**src/rtl/bios_ioctl_loader.sv**
```systemverilog
`default_nettype none
// ============================================================================
// Module   : bios_ioctl_loader
// Purpose  : Streams a BIOS image from an ioctl download port into SRAM one
//            byte at a time. The loader checks the image as it goes (length,
//            address range, protocol) and keeps a running 8-bit checksum.
// Revision : 1.0 - initial release
// ----------------------------------------------------------------------------
// Ports
//   clk_28_636      in   1  sole clock, rising edge
//   reset_n         in   1  synchronous active-low reset
//   ioctl_download  in   1  download window active
//   ioctl_wr        in   1  one-cycle byte strobe
//   ioctl_addr      in  25  byte offset within the image
//   ioctl_dout      in   8  byte data
//   ioctl_index     in   8  image selector
//   ioctl_wait      out  1  stall request to the ioctl source (registered)
//   mem_addr        out 21  SRAM write address
//   mem_dout        out  8  SRAM write data
//   mem_we          out  1  write request, held until mem_ack
//   mem_ack         in   1  write-accepted strobe from the SRAM arbiter
//   bios_loaded     out  1  a complete, valid image is present
//   load_error      out  1  the last BIOS download was invalid
//   checksum        out  8  modulo-256 sum of the bytes written
// ============================================================================
module bios_ioctl_loader #(
  parameter logic [7:0]  BIOS_INDEX = 8'h00,
  parameter logic [20:0] BIOS_BASE  = 21'h0F0000,
  parameter logic [16:0] BIOS_SIZE  = 17'h10000
) (
  input  logic        clk_28_636,
  input  logic        reset_n,
  input  logic        ioctl_download,
  input  logic        ioctl_wr,
  input  logic [24:0] ioctl_addr,
  input  logic [7:0]  ioctl_dout,
  input  logic [7:0]  ioctl_index,
  output logic        ioctl_wait,
  output logic [20:0] mem_addr,
  output logic [7:0]  mem_dout,
  output logic        mem_we,
  input  logic        mem_ack,
  output logic        bios_loaded,
  output logic        load_error,
  output logic [7:0]  checksum
);

  typedef enum logic [1:0] {
    S_IDLE  = 2'd0,
    S_LOAD  = 2'd1,
    S_WRITE = 2'd2,
    S_DONE  = 2'd3
  } state_t;

  localparam logic [24:0] C_SIZE_EXT = {8'd0, BIOS_SIZE};

  state_t      state_q;
  logic        wait_q;
  logic        we_q;
  logic [20:0] addr_q;     // holding register: target address
  logic [7:0]  data_q;     // holding register: byte to write
  logic        loaded_q;
  logic        err_q;
  logic [7:0]  cks_q;
  logic [16:0] count_q;

  logic        in_range_d;
  logic [20:0] mem_addr_d;
  logic [16:0] count_d;

  // Addresses beyond the image never reach SRAM.
  assign in_range_d = (ioctl_addr < C_SIZE_EXT);
  // 21-bit sum: wraps around the SRAM space by design.
  assign mem_addr_d = BIOS_BASE + ioctl_addr[20:0];
  // Byte counter saturates rather than wrapping back to a plausible size.
  assign count_d    = (count_q == '1) ? count_q : count_q + 17'd1;

  always_ff @(posedge clk_28_636) begin
    if (!reset_n) begin
      state_q  <= S_IDLE;
      wait_q   <= 1'b0;
      we_q     <= 1'b0;
      addr_q   <= '0;
      data_q   <= '0;
      loaded_q <= 1'b0;
      err_q    <= 1'b0;
      cks_q    <= '0;
      count_q  <= '0;
    end else begin
      case (state_q)
        S_IDLE: begin
          wait_q <= 1'b0;
          we_q   <= 1'b0;
          // Other indices are not ours: status from the last BIOS load stays.
          if (ioctl_download && (ioctl_index == BIOS_INDEX)) begin
            state_q  <= S_LOAD;
            cks_q    <= '0;
            count_q  <= '0;
            err_q    <= 1'b0;
            loaded_q <= 1'b0;
          end
        end

        S_LOAD: begin
          // wait is only ever a single-cycle pulse here (out-of-range byte).
          wait_q <= 1'b0;
          if (!ioctl_download) begin
            state_q <= S_DONE;
          end else if (ioctl_wr) begin
            if (wait_q) begin
              // Strobe while stalled: the source ignored ioctl_wait.
              err_q <= 1'b1;
            end else if (in_range_d) begin
              addr_q  <= mem_addr_d;
              data_q  <= ioctl_dout;
              we_q    <= 1'b1;
              wait_q  <= 1'b1;
              state_q <= S_WRITE;
            end else begin
              wait_q <= 1'b1;
              err_q  <= 1'b1;
            end
          end
        end

        S_WRITE: begin
          if (ioctl_wr) begin
            err_q <= 1'b1;
          end
          // A falling download still waits here for the ack; LOAD then
          // notices the closed window and moves on to DONE.
          if (mem_ack) begin
            we_q    <= 1'b0;
            wait_q  <= 1'b0;
            cks_q   <= cks_q + data_q;
            count_q <= count_d;
            state_q <= S_LOAD;
          end
        end

        S_DONE: begin
          wait_q <= 1'b0;
          we_q   <= 1'b0;
          if ((count_q == BIOS_SIZE) && !err_q) begin
            loaded_q <= 1'b1;
          end else begin
            err_q <= 1'b1;
          end
          state_q <= S_IDLE;
        end

        default: state_q <= S_IDLE;
      endcase
    end
  end

  assign ioctl_wait  = wait_q;
  assign mem_we      = we_q;
  assign mem_addr    = addr_q;
  assign mem_dout    = data_q;
  assign bios_loaded = loaded_q;
  assign load_error  = err_q;
  assign checksum    = cks_q;

endmodule
`default_nettype wire

```
**config.mk**
```make
export PLATFORM = sky130hd
export DESIGN_NAME = bios_ioctl_loader
export DESIGN_NICKNAME = d
export VERILOG_FILES = /design/src/rtl/bios_ioctl_loader.sv
export SDC_FILE = /design/constraint.sdc
export NUM_CORES = 1
export LEC_CHECK = 0
export ABC_AREA = 1
export BUFFER_PORTS_ARGS = -buffer_cell sky130_fd_sc_hd__buf_2
export CAP_MARGIN = 20
export CORE_ASPECT_RATIO = 2
export CORE_MARGIN = 2
export CORE_UTILIZATION = 55
export CTS_BUF_LIST = sky130_fd_sc_hd__clkbuf_16
export CTS_CLUSTER_DIAMETER = 50
export DETAILED_ROUTE_END_ITERATION = 10
export PLACE_DENSITY = 0.82
export SYNTH_ARGS = -nofsm -noshare
export SYNTH_HDL_FRONTEND = slang
export SYNTH_SLANG_ARGS = --single-unit
```
**constraint.sdc**
```tcl
create_clock -name clk_28_636 -period 4.97 [get_ports clk_28_636]
set_input_delay 1.2425 -clock clk_28_636 [delete_from_list [all_inputs] [get_ports clk_28_636]]
set_output_delay 1.2425 -clock clk_28_636 [all_outputs]
set_load 0.02 [all_outputs]
```
==> impl_metrics.ini <==
[placement]
place_area_um2 = 3620
gp_congestion = 0.927
pre_cts_slack_ns = 2.04
numPortBuffers = 86
hpwl_mm = 5.99

[yosys]
synth-seq-cells = 60
syn_inst = 458
syn_nets = 516
ys_types = 38
syn_area_um2 = 3190
ys_warn_count = 0
ys_seq_area_share_pct = 37.6
syn_area_per_cell_um2 = 6.97

[floorplanning]
fp.dieArea_um2 = 6460
start_util_pct = 56.4
ios = 87
coreArea_um2 = 5660
rows = 39
die_w_um = 57.9
die_h_um = 112

[power]
peakVddDrop_mv = 0.401
p_per_area_nw_per_um2 = 296
power.total_w = 0.00116
power.leakage_nw = 1.88

[drt]
avgRoutedWirePerCell_um = 13.6
drt_iter0_drc = 136
via_count = 3237
drc_errors = 0
ant_nets = 0
drt_pass1_iterations = 4
wirelength_mm = 8.25
routed_via_density = 5.32

[cts]
htree_num_levels = 3
cts.sink_count = 60
path_clk_slew_ns = 0.05
cts_root_buffer = clkbuf_16
clkLatencyLatePin_ns = 0.33
holdBufCountCts = 0
clockBufferDepth = 2
tritoncts = built
cts_resized = 0
cts-buffers-inserted = 9
cts_setup_buffers = 0

[sta]
finalHoldViolCount = 0
fin_skew_ns = 0.00566
rsz0062_at_grt = false
setup_viol = 0
fmax_ghz = 0.381
tightest_slew_ns = 1.02
final_max_slew_viol_count = 0
setup_slack_ns = 2.34
final.setup.tns_ns = 0
max-slew-margin-rel_pct = 32.1
fin_crit_ns = 2.63
min_period_over_period_pct = 52.9

[critical_path]
crit_top_cell = nor2_1
crit_type = input port to flop
critPathLaunchType = input port
max_stage_delay_ns = 0.48
cp-end-kind = flop
cp_max_fo = 31
required_ns = 5.19
cp.arrival_ns = 2.85
cp_cell_sequence = buf_2, nor2_1, nand2_1, nor2_2, nand3_2, nor2_4, inv_2, nor2_1, nor2_1
slowest_stage = nor2_4

[final_layout]
syn_to_final_growth_pct = 23.1
diodes = 0
layout-drive-gt1-share_pct = 24.5
nNetsFinal = 600
layout_common_cells = nor2_1 (104), nand2_1 (86), buf_2 (86), dfxtp_1 (60), inv_1 (31)
layout_commonest_cell = nor2_1
layout.core_utilization_pct = 69.4
design_area_um2 = 3930

[grt]
antenna_found_initial = 0
grt_pass1_wl_mm = 13.5
grtUsageTotal_pct = 26.9
grt_overflow = 0
grt_pass1_vias = 3168
grt_max_degree = 35

[run_status]
status = completed

[job]
cap_violations = 0

[min_path]
hold_path.class = flop to flop
## area by class of cell
class,count,area [µm²]
Clock inverter,7,81.3
Inverter,36,138
Multi-Input combinational cell,349,1780
Timing Repair Buffer,86,430
Clock buffer,9,225
Tap cell,61,76.3
Sequential cell,60,1200
Fill cell,472,1730
## registers in the layout, indices dropped and copies added (netlist names)
signal,cells
mem_we,1
checksum,8
load_error,1
mem_addr,21
mem_dout,8
bios_loaded,1
count_q,17
state_q,2
ioctl_wait,1
## critical path: cells and delay by family
kind / cells / cell delay, ns
buffers and inverters: 2 / 0.46
and+or+nand+nor: 7 / 1.14
## cell families (layout without fill, tap and decap cells)
kind of cell / count (synthesis) / count (layout) / synth area share [%]
xor gates and xnor gates: 9 / 9 / 2.47
buffers and inverters: 49 / 138 / 6.71
adders and majority gates: 12 / 12 / 4.94
and+or+nand+nor: 260 / 260 / 36.1
AOI/OAI and AO/OA: 68 / 68 / 12.2
DFF: 60 / 60 / 37.6
## layer usage
layer / wire, µm / global-route usage (%)
met1: 3070 / 26.3
met2: 4490 / 48.7
met3: 342 / 4.53
met4: 347 / 18.6
met5: 0 / 0
## worst paths after layout
check,slack (ns),endpoint,start,cells past startpoint
worst max-delay path,2.34,mem_addr[4],ioctl_addr[17],9
worst min-delay path,0.46,mem_we,mem_we,2
worst max register to register,2.45,count_q[9],count_q[1],11
worst min register to register,0.46,mem_we,mem_we,2
## synthesized netlist by cell type (all sizes together)
master,n,area share (%)
clkbuf,4,0.47
nor4,1,0.20
xnor2,1,0.27
nand3b,2,0.47
a21oi,31,5.8
buf,9,1.9
nor3b,1,0.24
inv,36,4.3
dfxtp,60,38
xor2,8,2.2
a2bb2oi,1,0.27
nand4,10,2.0
nor3,3,0.63
nand2,98,13
fa,1,0.63
or2,4,0.78
nor2,109,14
o21a,3,0.71
a211oi,1,0.24
a21o,1,0.24
o21ai,30,4.7
a31oi,1,0.20
nand3,32,5.3
ha,11,4.3
## power breakdown
group	switching, W	leakage [nW]	internal, W	total (W)
sequential	0.0000000657	0.483	0.000482	0.000482
combinational	0.0000193	1.24	0.0000161	0.0000354
clock	0.000214	0.152	0.000431	0.000645
total	0.000233	1.88	0.000929	0.00116
## metrics by stage
| stage | instances | hold WS (ns) |
|---|---|---|
| 6_report | 608 | 0.463 |
| 5_1_grt | 608 | 0.484 |
| 4_1_cts | 608 | 0.469 |
| 3_5_place_dp | 592 | 0.456 |
| 3_3_place_gp | 592 | 0.443 |
| 2_1_floorplan | 458 | 0.481 |
No activity file was read; power rests on OpenSTA's default activity.
